**src/rtl/seq_match_fsm.sv**
```systemverilog
// Pattern-matching FSM: compares a stream of W-bit symbols against a programmable
// DEPTH-symbol pattern, with an idle timeout while a match is in progress.
module seq_match_fsm #(
  parameter int W       = 2,
  parameter int DEPTH   = 4,
  parameter int TIMEOUT = 8,
  parameter int STICKY  = 0,
  localparam int IW     = (DEPTH > 1) ? $clog2(DEPTH) : 1,
  localparam int PW     = $clog2(DEPTH + 1),
  localparam int CW     = $clog2(TIMEOUT + 1)
) (
  input  logic          clk,
  input  logic          reset,
  input  logic          clear,
  input  logic          cfg_we,
  input  logic [IW-1:0] cfg_idx,
  input  logic [W-1:0]  cfg_sym,
  input  logic          in_valid,
  input  logic [W-1:0]  in_sym,
  output logic          in_ready,
  output logic          match,
  output logic [PW-1:0] progress,
  output logic [2:0]    status,
  output logic          timeout_err
);

  typedef enum logic [2:0] {
    S_IDLE     = 3'b000,
    S_MATCHING = 3'b001,
    S_HIT      = 3'b010,
    S_TIMEOUT  = 3'b011
  } state_t;

  state_t        r_state;
  logic [PW-1:0] r_progress;
  logic [CW-1:0] r_idle_cnt;
  logic          r_err;
  logic [W-1:0]  r_pat [DEPTH];

  state_t        w_state_nxt;
  logic [PW-1:0] w_prog_nxt;
  logic [PW-1:0] w_prog_inc;
  logic [CW-1:0] w_cnt_nxt;
  logic          w_err_nxt;
  logic [W-1:0]  w_exp_sym;

  // Pattern slots are only writable while idle, and clear wins over a write.
  always_ff @(posedge clk) begin
    if (reset) begin
      for (int unsigned i = 0; i < DEPTH; i++) r_pat[i] <= '0;
    end else if (cfg_we && !clear && r_state == S_IDLE) begin
      for (int unsigned i = 0; i < DEPTH; i++)
        if (32'(cfg_idx) == i) r_pat[i] <= cfg_sym;
    end
  end

  always_comb begin
    w_exp_sym = r_pat[0];
    for (int unsigned i = 0; i < DEPTH; i++)
      if (32'(r_progress) == i) w_exp_sym = r_pat[i];
  end

  assign w_prog_inc = r_progress + PW'(1);

  always_comb begin
    w_state_nxt = r_state;
    w_prog_nxt  = r_progress;
    w_cnt_nxt   = r_idle_cnt;
    w_err_nxt   = r_err;
    if (clear) begin
      w_state_nxt = S_IDLE;
      w_prog_nxt  = '0;
      w_cnt_nxt   = '0;
      w_err_nxt   = 1'b0;
    end else begin
      case (r_state)
        S_IDLE: begin
          w_cnt_nxt = '0;
          if (in_valid && in_sym == r_pat[0]) begin
            w_prog_nxt  = PW'(1);
            w_state_nxt = (DEPTH == 1) ? S_HIT : S_MATCHING;
          end
        end
        S_MATCHING: begin
          if (in_valid) begin
            w_cnt_nxt = '0;
            if (in_sym == w_exp_sym) begin
              w_prog_nxt = w_prog_inc;
              if (w_prog_inc == PW'(DEPTH)) w_state_nxt = S_HIT;
            end else if (in_sym == r_pat[0]) begin
              w_prog_nxt = PW'(1);
            end else begin
              w_prog_nxt  = '0;
              w_state_nxt = S_IDLE;
            end
          end else if (r_idle_cnt == CW'(TIMEOUT - 1)) begin
            w_state_nxt = S_TIMEOUT;
            w_prog_nxt  = '0;
            w_cnt_nxt   = '0;
            w_err_nxt   = 1'b1;
          end else begin
            w_cnt_nxt = r_idle_cnt + CW'(1);
          end
        end
        S_HIT: begin
          w_cnt_nxt = '0;
          if (STICKY == 0) begin
            w_state_nxt = S_IDLE;
            w_prog_nxt  = '0;
          end
        end
        S_TIMEOUT: w_cnt_nxt = '0;
        default: begin
          w_state_nxt = S_IDLE;
          w_prog_nxt  = '0;
          w_cnt_nxt   = '0;
        end
      endcase
    end
  end

  always_ff @(posedge clk) begin
    if (reset) begin
      r_state    <= S_IDLE;
      r_progress <= '0;
      r_idle_cnt <= '0;
      r_err      <= 1'b0;
    end else begin
      r_state    <= w_state_nxt;
      r_progress <= w_prog_nxt;
      r_idle_cnt <= w_cnt_nxt;
      r_err      <= w_err_nxt;
    end
  end

  assign in_ready    = (r_state == S_IDLE) || (r_state == S_MATCHING);
  assign match       = (r_state == S_HIT);
  assign progress    = r_progress;
  assign status      = r_state;
  assign timeout_err = r_err;

endmodule

```
**config.mk**
```make
export PLATFORM = sky130hd
export DESIGN_NAME = seq_match_fsm
export DESIGN_NICKNAME = d
export VERILOG_FILES = /design/src/rtl/seq_match_fsm.sv
export SDC_FILE = /design/constraint.sdc
export NUM_CORES = 1
export LEC_CHECK = 0
export ABC_AREA = 1
export BUFFER_PORTS_ARGS = -buffer_cell sky130_fd_sc_hd__clkbuf_2
export CAP_MARGIN = 10
export CORE_MARGIN = 4
export CORE_UTILIZATION = 35
export DETAILED_ROUTE_END_ITERATION = 8
export PLACE_DENSITY_LB_ADDON = 0.1
export SLEW_MARGIN = 40
export SYNTH_ARGS = -nofsm -noshare
export SYNTH_HDL_FRONTEND = slang
export SYNTH_SLANG_ARGS = --single-unit
```
**constraint.sdc**
```tcl
create_clock -name clk -period 2.4 [get_ports clk]
set_input_delay 0.24 -clock clk [delete_from_list [all_inputs] [get_ports clk]]
set_output_delay 0.24 -clock clk [all_outputs]
set_load 0.01 [all_outputs]
```
======== After elaboration in Yosys (flattened, before gate mapping) ========
Memories as Yosys holds them, arrays and structs flattened.
Index checks and enable logic that the tools add are counted.
operators by class
  add/subtract/negate cells ............... 2
  eq/ne operators ......................... 17
  muxes and demuxes ....................... 37
  bitwise logic cells ..................... 7
  reduce and logical (&&, ||, !) cells .... 12
operators with widths
  cell                 count
  $mux 3               9
  $mux 1               19
  $pmux 3 s3           2
  $mux 2               7
  $eq 3x2->1 const B   4
  $ne 4x4->1 const B   2
  $eq 3x1->1 const B   2
  $reduce_and 3->1     2
  $reduce_and 5->1     1
  $reduce_or 5->1      1
  $add 4x1->4 const B  1
  $eq 2x2->1           2
  $eq 2x2->1 const B   2
  $eq 4x3->1 const B   1
  $or 1x1->1           4
  $add 3x1->3 const B  1
  $eq 3x3->1 const B   1
  $logic_and 1x1->1    3
  $logic_not 3->1      1
  $ne 3x3->1 const B   1
  $not 1->1            3
  $eq 2x1->1 const B   1
  $logic_not 2->1      1
  $ne 2x1->1 const B   1
  3 further kinds      3
word-level totals
  flip-flop bits (word level) ............. 11
  bits in writable memories ............... 8
  input bits .............................. 11
  output and inout port bits .............. 9
  logic and storage cells ................. 80
  memories ................................ 1
memory list
  name   depth  width  read ports  clocked after Yosys merged registers in  write ports  RTL line  text
  r_pat  4      2      4           0                                        4            38        logic [W-1:0] r_pat [DEPTH];

======== Depth between registers and ports, before layout ========
  depth after elaboration ................. 8
  gate-level depth with buffers ........... 16
  gate-level depth less buffers ........... 16

======== Least setup slack after synthesis ========
No wires, ideal clock.
  path kind ............................... flip-flop to flip-flop
  start point ............................. register r_progress[0], in the netlist progress[0]
  end point ............................... register r_state[0], in the netlist status[0]
  library setup time ...................... 0.114 ns
  data arrival time ....................... 1.638 ns
  required time ........................... 2.286 ns
  setup slack ............................. 0.648 ns
  stages on the path, launching flop included .. 13
  buffers on the path ..................... 0
  clock period less this slack ............ 1.752 ns
  path through ............................ dfxtp_1 -> ha_1 -> ha_1 -> inv_2 -> or2_2 -> nand2_1 -> nand2_1 -> nand2_2 -> nand2_4 -> a21oi_4 -> nand3_1 -> nand2_1 -> nor2_1
between the ends
  cells in the longest elaborated chain, start to end .. 8
  elaborated cells between the ends (all ways) .. 15
  classes of those cells .................. add/sub: 1; eq/ne: 7; mux: 6; reduce/logical: 1
RTL lines
  item                    RTL line  text
  start, declared         35        logic [PW-1:0] r_progress;
  start signal, assigned  130       r_progress <= w_prog_nxt;
  $eq 3x1->1              60        if (32'(r_progress) == i) w_exp_sym = r_pat[i];
  $mux 2 (3 in a row)     60
  $eq 2x2->1              87        if (in_sym == w_exp_sym) begin
  $mux 3                  87
  $mux 3                  85        if (in_valid) begin
  $pmux 3 s3              76        case (r_state)
  end signal, assigned    129       r_state <= w_state_nxt;
  end, declared           34        state_t r_state;
Parallel ways exist; a longest one is shown, timed or not.
A chain may end at the register's enable or synchronous reset.

======== Worst setup path after layout ========
Same ends and word-level chain as after synthesis.

==> results by group <==
Route
  • Vias after detailed routing: 982
  • Routed wire per std cell: 10.6 µm
  • DR iter-0 viols: 54
  • Post-DR vias/cell: 4.50
  • Final ANT Viol Nets: 0
  • # DRC: 0
  • DR pass1 iterations: 4
  • Final WL: 2.30 mm

Setup path
  • Worst EP required: 2600 ps
  • Worst setup EP type: register
  • Worst path arrival time: 2080 ps
  • Critical path class: register to register
  • Crit-path max FO: 7
  • Critical Path Source Type: register

Synth
  • Number of synthesized register bits: 18
  • Netlist cell types: 29
  • Yosys warning count: 0
  • Post-synth top area share: 21.1%
  • Syn_area_per_cell: 7.43 µm²
  • Mapped Nets: 170
  • Register area share after synthesis: 38.8%
  • Area leader, netlist: edfxtp_1
  • Synthesized area: 1140 µm²
  • Synth top area cells: edfxtp_1, dfxtp_1, nand2_1
  • Cell count after synthesis: 153

Job
  • Max Cap Viol: 0

CTS
  • CTS tree: yes
  • CTS resizes: 0
  • Num CTS Buffers: 3
  • Reg clk slew, reported paths: 100 ps
  • Root Driver: clkbuf_4
  • Post CTS Setup Buffer Count: 0
  • Clock Latency Late Sink: 290 ps
  • Hold-fix buffers at CTS: 0
  • CTS max path bufs: 2
  • H-tree levels: 1
  • Clk sinks: 18

Die
  • Die Wd: 65.0 µm
  • Die area: 4220 µm²
  • Core region area: 3080 µm²
  • Initial Util: 36.9%
  • Die H: 65.0 µm
  • Ports: 20
  • Row cnt: 20

STA
  • TNS Setup: 0 ps
  • Fin Hold WS: 258 ps
  • Fmax: 530 MHz
  • Setup Viol. Count Final: 0
  • Final Hold Vio Count: 0
  • Final worst-path cycle share: 78.6%
  • Clock skew: 4.81 ps
  • Minimum clock period: 1890 ps
  • RSZ-0062 raised after global routing: no
  • Fin. max-slew vios: 0

Global routing
  • Global Route Usage Sum: 12.5%
  • Initial antenna violation count: 0
  • First-pass GRT wire length: 4.07 mm
  • Largest net degree at the start of global routing: 11
  • Overflow after GRT: 0
  • Number of global-route vias before repair: 949

Cells and area
  • Final core occ: 42.6%
  • Share of cells above drive strength 1: 23.0%
  • Final Net Count: 192
  • # fillers: 343
  • Register area: 440 µm²
  • Antenna cell count: 0
  • Layout area overhead: 15.3%
  • Multi-input logic area: 586 µm²

Power
  • Clock Power Share: 29.3%
  • Sw Pwr: 0.170 mW
  • Pint: 0.458 mW
  • Leak: 0.620 nW
  • Pwr dens: 479 nW/µm²
  • Gate power share: 16.9%
  • Sequential Power Share: 53.8%
  • Worst vdd ir: 0.268 mV
  • Sw frac: 27.0%

Worst hold path
  • Min-delay worst type: input pin to register

Placement
  • DP HPWL: 1.90 mm
  • Routability cong.: 0.809
  • Port buffer count: 18

Run status
  • Status: completed
==> routing by layer <==
layer | up-vias | wire length (µm) | part of all wire, % | GRT usage [%]
met4 | 0 | 18 | 0.78 | 3.96
met5 | - | 0 | 0 | 0
li1 | 531 | - | - | -
met2 | 13 | 1110 | 48 | 21.3
met1 | 436 | 1090 | 47 | 15.6
met3 | 2 | 83 | 3.6 | 2.60
==> cell usage in the layout (no fill, tap or decap), types with 3 or more instances in the layout <==
cell type,n
ha_1,6
inv_2,6
clkbuf_2,18
dfxtp_1,10
nand4_1,6
inv_1,20
nand2_2,3
o21ai_0,3
nand2_1,29
clkbuf_4,3
nand3_1,16
edfxtp_1,8
a21oi_1,5
nor2_1,24
==> power by group through the flow <==
stage	Clock, mW	Combinational, mW	Sequential (mW)
2_1_floorplan	0	0.0752	0.343
3_3_place_gp	0	0.106	0.345
3_5_place_dp	0	0.106	0.345
4_1_cts	0.193	0.107	0.338
5_1_grt	0.210	0.120	0.341
6_report	0.184	0.106	0.338
==> area by class of cell <==
| type | instances | share of cell area, % |
|---|---|---|
| Clock buffer | 4 | 2.77 |
| Inverter | 27 | 7.83 |
| Multi-Input combinational cell | 107 | 44.7 |
| Sequential cell | 18 | 33.6 |
| Tap cell | 44 | 4.20 |
| Timing Repair Buffer | 18 | 6.88 |
==> sequential cells by signal (all words and copies together) (netlist names) <==
register,cells
progress,3
status,2
r_pat,8
timeout_err,1
r_idle_cnt,4
==> path summary, 6_finish.rpt <==
| check | startpoint | cells past startpoint | slack, ps | endpoint |
|---|---|---|---|---|
| setup / recovery | progress[0]$_SDFFE_PP0P_ | 12 | 510 | status[0]$_SDFFE_PP0P_ |
| hold / removal | reset | 4 | 260 | status[1]$_SDFFE_PP0P_ |
| setup reg to reg | progress[0]$_SDFFE_PP0P_ | 12 | 510 | status[0]$_SDFFE_PP0P_ |
| hold reg to reg | r_idle_cnt[0]$_SDFF_PP0_ | 1 | 460 | r_idle_cnt[0]$_SDFF_PP0_ |
==> per-stage QoR <==
stage,setup WS (ps),std cells,total power [mW],instance area [µm²]
floorplan,648,153,0.419,1140
global placement,569,214,0.450,1270
detailed placement,517,214,0.452,1270
CTS,497,218,0.638,1310
global route,322,218,0.671,1310
finish,513,218,0.628,1310
==> synthesized netlist by cell type <==
library cell / count
inv_1: 20
nand3b_4: 1
nand4_1: 6
or2_1: 1
nand2_1: 29
clkinv_2: 1
nand2_4: 1
nor2_1: 24
o22ai_1: 1
conb_1: 1
nor2_2: 1
o211ai_2: 1
nor3b_1: 1
dfxtp_1: 10
or2_2: 1
buf_4: 1
nand3_1: 16
a31oi_1: 1
nor3_2: 1
ha_1: 6
o21ai_0: 3
edfxtp_1: 8
xor2_1: 1
a21oi_4: 1
inv_2: 6
o21ai_1: 1
nand2_2: 3
a21oi_2: 1
a21oi_1: 5
==> worst max-delay path, stage by stage (launching register included) <==
cell and delay [ps]:
dfxtp_1 480, ha_1 200, ha_1 150, inv_2 40
or2_2 270, nand2_1 70, nand2_1 60, nand2_2 90
nand2_4 90, a21oi_4 150, nand3_1 90, nand2_1 70
nor2_1 40
==> kinds of logic (layout without fill, tap and decap cells) <==
family,after synthesis,count (layout),synth area share [%]
compound gates,14,14,8.37
xor+xnor,1,1,0.771
fa+ha+maj,6,6,6.61
buf+inv,28,49,9.69
flops,18,18,38.8
other cells,1,1,0.330
simple gates,85,85,35.5
Note: power is estimated with default switching activity, not from simulation.
